===== src/rtl/pipe_hazard_ctrl_if.sv =====
// Pipeline hazard-control bundle between the datapath and pipe_hazard_ctrl.
// Master drives the pipeline status; slave returns controls and forward selects.
interface pipe_hazard_ctrl_if #(
  parameter int REG_AW = 5,
  parameter int CNT_W  = 16
);
  logic [REG_AW-1:0] id_rs;
  logic [REG_AW-1:0] id_rt;
  logic              id_use_rs;
  logic              id_use_rt;
  logic [REG_AW-1:0] ex_rs;
  logic [REG_AW-1:0] ex_rt;
  logic [REG_AW-1:0] ex_rd;
  logic              ex_memread;
  logic [REG_AW-1:0] mem_rd;
  logic              mem_regwrite;
  logic [REG_AW-1:0] wb_rd;
  logic              wb_regwrite;
  logic              branch_taken;
  logic              mem_busy;
  logic              pc_write;
  logic              ifid_write;
  logic              pipe_en;
  logic              hazard_mux;
  logic              flush_ifid;
  logic              flush_idex;
  logic              flush_exmem;
  logic [1:0]        forward_a;
  logic [1:0]        forward_b;
  logic [CNT_W-1:0]  stall_cnt;
  logic [CNT_W-1:0]  flush_cnt;

  modport master (
    output id_rs, id_rt, id_use_rs, id_use_rt,
    output ex_rs, ex_rt, ex_rd, ex_memread,
    output mem_rd, mem_regwrite, wb_rd, wb_regwrite,
    output branch_taken, mem_busy,
    input  pc_write, ifid_write, pipe_en, hazard_mux,
    input  flush_ifid, flush_idex, flush_exmem,
    input  forward_a, forward_b, stall_cnt, flush_cnt
  );

  modport slave (
    input  id_rs, id_rt, id_use_rs, id_use_rt,
    input  ex_rs, ex_rt, ex_rd, ex_memread,
    input  mem_rd, mem_regwrite, wb_rd, wb_regwrite,
    input  branch_taken, mem_busy,
    output pc_write, ifid_write, pipe_en, hazard_mux,
    output flush_ifid, flush_idex, flush_exmem,
    output forward_a, forward_b, stall_cnt, flush_cnt
  );
endinterface


===== src/rtl/pipe_hazard_ctrl.sv =====
// Hazard, forwarding and pipeline-control unit for the 5-stage core:
// multi-cycle load-use stalls, branch flush, memory freeze, perf counters.
module pipe_hazard_ctrl #(
  parameter int REG_AW   = 5,
  parameter int LOAD_LAT = 1,
  parameter int ZERO_REG = 1,
  parameter int CNT_W    = 16
) (
  input  logic               clock,
  input  logic               reset,
  pipe_hazard_ctrl_if.slave  hz_if
);

  typedef enum logic {RUN, LSTALL} state_e;

  localparam logic [2:0] LAT_INIT =
    3'((LOAD_LAT > 1) ? (LOAD_LAT - 2) : 0);

  state_e           state_q, state_d;
  logic [2:0]       lcnt_q, lcnt_d;
  logic [CNT_W-1:0] stall_cnt_q, stall_cnt_d;
  logic [CNT_W-1:0] flush_cnt_q, flush_cnt_d;

  function automatic logic is_zero(
    input logic [REG_AW-1:0] r
  );
    return (ZERO_REG != 0) && (r == '0);
  endfunction

  function automatic logic hz(input logic [REG_AW-1:0] r);
    return (r == hz_if.ex_rd) && hz_if.ex_memread
      && !is_zero(r);
  endfunction

  function automatic logic [1:0] fwd(
    input logic [REG_AW-1:0] src
  );
    logic [1:0] sel;
    sel = 2'b00;
    if (hz_if.mem_regwrite && hz_if.mem_rd == src
        && !is_zero(src))
      sel = 2'b10;
    else if (hz_if.wb_regwrite && hz_if.wb_rd == src
             && !is_zero(src))
      sel = 2'b01;
    return sel;
  endfunction

  logic load_use;
  logic do_rst, do_frz, do_br, do_ls, do_run;
  logic stall_inc, flush_inc;

  assign load_use =
    (hz_if.id_use_rs && hz(hz_if.id_rs)) ||
    (hz_if.id_use_rt && hz(hz_if.id_rt));

  // One-hot case select encoding the priority chain
  assign do_rst = reset;
  assign do_frz = !reset && hz_if.mem_busy;
  assign do_br  = !reset && !hz_if.mem_busy
    && hz_if.branch_taken;
  assign do_ls  = !reset && !hz_if.mem_busy
    && !hz_if.branch_taken
    && (state_q == LSTALL || load_use);
  assign do_run = !do_rst && !do_frz && !do_br && !do_ls;

  always_comb begin
    hz_if.pc_write    = 1'b1;
    hz_if.ifid_write  = 1'b1;
    hz_if.pipe_en     = 1'b1;
    hz_if.hazard_mux  = 1'b0;
    hz_if.flush_ifid  = 1'b0;
    hz_if.flush_idex  = 1'b0;
    hz_if.flush_exmem = 1'b0;
    state_d   = state_q;
    lcnt_d    = lcnt_q;
    stall_inc = 1'b0;
    flush_inc = 1'b0;
    unique case (1'b1)
      do_rst: begin
        hz_if.pc_write    = 1'b0;
        hz_if.ifid_write  = 1'b0;
        hz_if.hazard_mux  = 1'b1;
        hz_if.flush_ifid  = 1'b1;
        hz_if.flush_idex  = 1'b1;
        hz_if.flush_exmem = 1'b1;
        state_d = RUN;
        lcnt_d  = 3'd0;
      end
      do_frz: begin
        hz_if.pc_write   = 1'b0;
        hz_if.ifid_write = 1'b0;
        hz_if.pipe_en    = 1'b0;
        stall_inc = 1'b1;
      end
      do_br: begin
        hz_if.flush_ifid  = 1'b1;
        hz_if.flush_idex  = 1'b1;
        hz_if.flush_exmem = 1'b1;
        state_d   = RUN;
        lcnt_d    = 3'd0;
        flush_inc = 1'b1;
      end
      do_ls: begin
        hz_if.pc_write   = 1'b0;
        hz_if.ifid_write = 1'b0;
        hz_if.hazard_mux = 1'b1;
        stall_inc = 1'b1;
        if (state_q == RUN) begin
          if (LOAD_LAT > 1) begin
            state_d = LSTALL;
            lcnt_d  = LAT_INIT;
          end
        end else if (lcnt_q == 3'd0) begin
          state_d = RUN;
        end else begin
          lcnt_d = lcnt_q - 3'd1;
        end
      end
      do_run: begin
      end
    endcase
  end

  always_comb begin
    hz_if.forward_a = 2'b00;
    hz_if.forward_b = 2'b00;
    if (!reset) begin
      hz_if.forward_a = fwd(hz_if.ex_rs);
      hz_if.forward_b = fwd(hz_if.ex_rt);
    end
  end

  // Counters saturate at all-ones
  always_comb begin
    stall_cnt_d = stall_cnt_q;
    flush_cnt_d = flush_cnt_q;
    if (stall_inc && stall_cnt_q != '1)
      stall_cnt_d = stall_cnt_q + 1'b1;
    if (flush_inc && flush_cnt_q != '1)
      flush_cnt_d = flush_cnt_q + 1'b1;
  end

  always_ff @(posedge clock) begin
    if (reset) begin
      state_q     <= RUN;
      lcnt_q      <= 3'd0;
      stall_cnt_q <= '0;
      flush_cnt_q <= '0;
    end else begin
      state_q     <= state_d;
      lcnt_q      <= lcnt_d;
      stall_cnt_q <= stall_cnt_d;
      flush_cnt_q <= flush_cnt_d;
    end
  end

  assign hz_if.stall_cnt = stall_cnt_q;
  assign hz_if.flush_cnt = flush_cnt_q;

endmodule


===== src/flat_wrapper.sv =====
// flat-port wrapper written by rule: the top's interface ports become plain ports
module pipe_hazard_ctrl_flat 
#(
  parameter int REG_AW   = 5,
  parameter int LOAD_LAT = 1,
  parameter int ZERO_REG = 1,
  parameter int CNT_W    = 16
)
  (clock, reset, hz_if_id_rs, hz_if_id_rt, hz_if_id_use_rs, hz_if_id_use_rt, hz_if_ex_rs, hz_if_ex_rt, hz_if_ex_rd, hz_if_ex_memread, hz_if_mem_rd, hz_if_mem_regwrite, hz_if_wb_rd, hz_if_wb_regwrite, hz_if_branch_taken, hz_if_mem_busy, hz_if_pc_write, hz_if_ifid_write, hz_if_pipe_en, hz_if_hazard_mux, hz_if_flush_ifid, hz_if_flush_idex, hz_if_flush_exmem, hz_if_forward_a, hz_if_forward_b, hz_if_stall_cnt, hz_if_flush_cnt);
  pipe_hazard_ctrl_if #(.REG_AW(REG_AW), .CNT_W(CNT_W)) hz_if_i ();
  input  logic clock;
  input  logic reset;
  input wire logic [$bits(hz_if_i.id_rs)-1:0] hz_if_id_rs;
  input wire logic [$bits(hz_if_i.id_rt)-1:0] hz_if_id_rt;
  input wire logic [$bits(hz_if_i.id_use_rs)-1:0] hz_if_id_use_rs;
  input wire logic [$bits(hz_if_i.id_use_rt)-1:0] hz_if_id_use_rt;
  input wire logic [$bits(hz_if_i.ex_rs)-1:0] hz_if_ex_rs;
  input wire logic [$bits(hz_if_i.ex_rt)-1:0] hz_if_ex_rt;
  input wire logic [$bits(hz_if_i.ex_rd)-1:0] hz_if_ex_rd;
  input wire logic [$bits(hz_if_i.ex_memread)-1:0] hz_if_ex_memread;
  input wire logic [$bits(hz_if_i.mem_rd)-1:0] hz_if_mem_rd;
  input wire logic [$bits(hz_if_i.mem_regwrite)-1:0] hz_if_mem_regwrite;
  input wire logic [$bits(hz_if_i.wb_rd)-1:0] hz_if_wb_rd;
  input wire logic [$bits(hz_if_i.wb_regwrite)-1:0] hz_if_wb_regwrite;
  input wire logic [$bits(hz_if_i.branch_taken)-1:0] hz_if_branch_taken;
  input wire logic [$bits(hz_if_i.mem_busy)-1:0] hz_if_mem_busy;
  output wire logic [$bits(hz_if_i.pc_write)-1:0] hz_if_pc_write;
  output wire logic [$bits(hz_if_i.ifid_write)-1:0] hz_if_ifid_write;
  output wire logic [$bits(hz_if_i.pipe_en)-1:0] hz_if_pipe_en;
  output wire logic [$bits(hz_if_i.hazard_mux)-1:0] hz_if_hazard_mux;
  output wire logic [$bits(hz_if_i.flush_ifid)-1:0] hz_if_flush_ifid;
  output wire logic [$bits(hz_if_i.flush_idex)-1:0] hz_if_flush_idex;
  output wire logic [$bits(hz_if_i.flush_exmem)-1:0] hz_if_flush_exmem;
  output wire logic [$bits(hz_if_i.forward_a)-1:0] hz_if_forward_a;
  output wire logic [$bits(hz_if_i.forward_b)-1:0] hz_if_forward_b;
  output wire logic [$bits(hz_if_i.stall_cnt)-1:0] hz_if_stall_cnt;
  output wire logic [$bits(hz_if_i.flush_cnt)-1:0] hz_if_flush_cnt;
  assign hz_if_i.id_rs = hz_if_id_rs;
  assign hz_if_i.id_rt = hz_if_id_rt;
  assign hz_if_i.id_use_rs = hz_if_id_use_rs;
  assign hz_if_i.id_use_rt = hz_if_id_use_rt;
  assign hz_if_i.ex_rs = hz_if_ex_rs;
  assign hz_if_i.ex_rt = hz_if_ex_rt;
  assign hz_if_i.ex_rd = hz_if_ex_rd;
  assign hz_if_i.ex_memread = hz_if_ex_memread;
  assign hz_if_i.mem_rd = hz_if_mem_rd;
  assign hz_if_i.mem_regwrite = hz_if_mem_regwrite;
  assign hz_if_i.wb_rd = hz_if_wb_rd;
  assign hz_if_i.wb_regwrite = hz_if_wb_regwrite;
  assign hz_if_i.branch_taken = hz_if_branch_taken;
  assign hz_if_i.mem_busy = hz_if_mem_busy;
  assign hz_if_pc_write = hz_if_i.pc_write;
  assign hz_if_ifid_write = hz_if_i.ifid_write;
  assign hz_if_pipe_en = hz_if_i.pipe_en;
  assign hz_if_hazard_mux = hz_if_i.hazard_mux;
  assign hz_if_flush_ifid = hz_if_i.flush_ifid;
  assign hz_if_flush_idex = hz_if_i.flush_idex;
  assign hz_if_flush_exmem = hz_if_i.flush_exmem;
  assign hz_if_forward_a = hz_if_i.forward_a;
  assign hz_if_forward_b = hz_if_i.forward_b;
  assign hz_if_stall_cnt = hz_if_i.stall_cnt;
  assign hz_if_flush_cnt = hz_if_i.flush_cnt;
  pipe_hazard_ctrl #(.REG_AW(REG_AW), .LOAD_LAT(LOAD_LAT), .ZERO_REG(ZERO_REG), .CNT_W(CNT_W)) u_core (.clock(clock), .reset(reset), .hz_if(hz_if_i));
endmodule

===== config.mk =====
export PLATFORM = sky130hd
export DESIGN_NAME = pipe_hazard_ctrl_flat
export DESIGN_NICKNAME = d
export VERILOG_FILES = /design/src/rtl/pipe_hazard_ctrl_if.sv /design/src/rtl/pipe_hazard_ctrl.sv /design/src/flat_wrapper.sv
export SDC_FILE = /design/constraint.sdc
export NUM_CORES = 1
export LEC_CHECK = 0
export ABC_AREA = 1
export BUFFER_PORTS_ARGS = -buffer_cell sky130_fd_sc_hd__buf_2
export CORE_MARGIN = 2
export CORE_UTILIZATION = 50
export DETAILED_ROUTE_END_ITERATION = 10
export PLACE_DENSITY = 0.84
export SLEW_MARGIN = 10
export SYNTH_ARGS = -nofsm -noshare
export SYNTH_HDL_FRONTEND = slang
export SYNTH_SLANG_ARGS = --single-unit

===== constraint.sdc =====
create_clock -name clock -period 2.4 [get_ports clock]
set_input_delay 0.36 -clock clock [delete_from_list [all_inputs] [get_ports clock]]
set_output_delay 0.36 -clock clock [all_outputs]
set_load 0.005 [all_outputs]

==> results.toml <==
[finish]
area_delta_synth_final_pct = 23.24
layout-drive-gt1-share_pct = 21.90
antenna_cells = 0
nNetsFinal = 531
fill_cells = 441
fin_area_mm2 = 0.003085

[routing]
routed_wl_um = 6064
drt-vias-per-instance = 5.076
drc_errors = 0
ant_nets = 0
num_vias = 2797
drt_iter0_drc = 111
routedWlPerCell_um = 11.01
first_pass_iters = 5

[synthesis]
synth_area_leaders = "dfxtp_1 29%, nand2_1 15%, inv_1 8.7%"
synth_top_area_share_pct = 28.79
yosysTopAreaCell = "dfxtp_1"
synth_compound_area_share_pct = 12.29
synth_xor_area_share_pct = 7.696
yosysWarningCount = 0
synthCells = 398
ys_seq_area_share_pct = 28.79
synthMuxAreaShare_pct = 0
synth-adder-area-share_pct = 1.999
synth_simple_gate_area_share_pct = 37.88
ys_types = 34
syn_nets = 446
synth_top_family_by_area = "simple AND/OR/NAND/NOR gates"
synth_seq_cells = 36
synth.avg_cell_area_um2 = 6.291
syn_area_mm2 = 0.002504

[sta]
final_max_slew_viol_count = 0
tns_ns = 0
finalHoldViolCount = 0
setup_viol = 0
finClkSkew_ns = 0.004472
min_period_over_period_pct = 82.41
layout_setup_ws_ns = 0.4222
clock.fmax_mhz = 505.6
rsz0062_at_grt = "false"
period_needed_ns = 1.978
slew-limit-headroom_pct = 53.43
tightest_slew_ns = 0.6922

[setup_path]
slowest_stage = "dfxtp_1"
timing.rr.start = "u_core.hz_if.stall_cnt[0]"
slowest_delay_ns = 0.39
r2r_cells = 9
endpoint_kind = "flip-flop"
crit_buf_inv = 0
required_ns = 2.62
rrSetupSlack_ns = 0.42
start_kind = "flip-flop"
crit_arrival_ns = 2.19
cp_common_cell = "nand2_1"
cp_top_family = "simple AND/OR/NAND/NOR gates"
crit_chain = "ha_1, nand2_1, nor2_4, nand2_2, nor4_4, nand3_4, nand2_4, nand2_1, a21oi_1"
crit_type = "flip-flop to flip-flop"
r2r_end = "u_core.hz_if.stall_cnt[6]"
worstPathMaxFanout = 17

[global_route]
antenna_found_initial = 0
overflow = 0
grt_pass1_vias = 2454
grt_max_degree = 23
globalRouteTotalUtil_pct = 22.00
grt_pass1_wl_um = 9901

[placement]
post-place-ws_ns = 0.4006
dp_hpwl_um = 4820
port_buffers = 86
place.gp.congestion = 0.8297
place_area_mm2 = 0.002974

[clocking]
postCtsSetupBuffers = 0
clk_pin_slew_ns = 0.07
clockRootBuffer = "clkbuf_8"
clk_latency_ns = 0.29
holdBufCountCts = 0
numCtsBuffers = 5
tritoncts = "yes"
h-tree-depth = 2
cts-resized-gates = 0
cts_buffer_depth = 2
clock-sinks = 36

[floorplan]
start_util_pct = 52.31
die_w_um = 74.76
rows = 25
io_pins = 87
core-area_mm2 = 0.004786
die_y_um = 74.76
die_area_mm2 = 0.005589

[power]
leakagePower_uw = 0.001488
power_density_mw_per_mm2 = 424.8
ir_drop_mv = 0.3276

[job]
max_cap_viol_count = 0

[hold_path]
min_path_cells = 3
worstHoldStart = "hz_if_mem_busy"
whs_endpoint = "u_core.state_q"
min_path_type = "input port to flip-flop"

[status]
status = "complete, no violations"
[final cells by class]
cell class              instances  area [µm²]  area share [%]
flip-flops and latches         36       720.7           23.36
repair buffers                 88       445.4           14.44
inverters                      60       225.2           7.299
well taps                      67       83.83           2.717
clock inverters                 3       42.54           1.379
multi-input cells             292        1499           48.58
clock buffers                   5       68.82           2.230
[power breakdown]
part | total, µW | switching (µW) | leakage [µW] | internal (µW)
logic | 178 | 104 | 0.00114 | 74.7
clock network | 526 | 219 | 0.0000541 | 307
registers | 606 | 4.41 | 0.000290 | 601
total | 1310 | 327 | 0.00149 | 983
[layout by cell type (no fill, tap or decap), drive strengths merged, types with 2 or more instances in the layout]
cell type	synthesis	final
nand3	33	33
clkinv	2	3
nor4	8	8
xnor2	8	8
nor3	9	9
a21oi	34	34
ha	4	4
buf	6	88
and3	2	2
nand4	7	7
clkbuf	4	5
or2	2	2
nor2	41	41
inv	58	58
a211oi	3	3
nand2	106	106
o21ai	13	13
xor2	14	14
nand3b	2	2
o22ai	2	2
dfxtp	36	36
[registers in the layout, summed over array words and instances (netlist names)]
signal                  count
u_core.hz_if.flush_cnt     16
u_core.hz_if.stall_cnt     16
u_core.state_q              1
u_core.lcnt_q               3
[logic make-up (layout without fill, tap and decap cells)]
kind of cell    count (synthesis)  count (layout)
flops                          36              36
xor+xnor                       22              22
buf+inv                        70             156
fa+ha+maj                       4               4
simple gates                  210             210
compound gates                 56              56
[through the flow]
stage,hold WS [ns],total power (µW),util [%],cells
floorplan,0.4389,721.3,-,398
detailed placement,0.4636,798.2,62.14,543
global route,0.4506,1371,64.47,551
global placement,0.4492,791.3,62.14,543
finish,0.4317,1311,64.47,551
CTS,0.4302,1330,64.47,551
[cell usage after synthesis (all sizes together)]
cell / instances
clkbuf: 4
nor2: 41
xnor2: 8
nand2: 106
clkinv: 2
o22ai: 2
a21oi: 34
dfxtp: 36
nor3: 9
o21ai: 13
xor2: 14
a211oi: 3
nand3: 33
nor4: 8
ha: 4
and3: 2
o21a: 1
o211a: 1
inv: 58
or2: 2
nand4: 7
buf: 6
o2111ai: 1
o21bai: 1
nand3b: 2
[metal layers]
layer	GRT usage (%)	wire [µm]	vias up
met2	39.63	3043	100
met3	3.748	385	4
met5	0	0	-
met4	8.730	58	0
li1	-	-	1450
met1	25.92	2576	1243
[how the worst max path moves through the flow]
stage	startpoint	slack (ns)	end	depth (start not counted)
4_1_cts	u_core.hz_if.stall_cnt[0]	0.41	u_core.hz_if.stall_cnt[6]	9
3_5_place_dp	u_core.hz_if.stall_cnt[0]	0.40	u_core.hz_if.stall_cnt[11]	9
5_1_grt	u_core.hz_if.stall_cnt[0]	0.18	u_core.hz_if.stall_cnt[13]	9
6_report	u_core.hz_if.stall_cnt[0]	0.42	u_core.hz_if.stall_cnt[6]	9
2_1_floorplan	u_core.hz_if.stall_cnt[0]	0.61	u_core.hz_if.stall_cnt[0]	9
3_3_place_gp	u_core.hz_if.stall_cnt[0]	0.53	u_core.hz_if.stall_cnt[15]	9
[worst min-delay path, delay by kind of cell]
kind	cells	cell delay, ns
and+or+nand+nor	1	0.11
buffers and inverters	1	0.10
AOI/OAI and AO/OA	1	0.09
No activity file was read; power rests on OpenSTA's default activity.
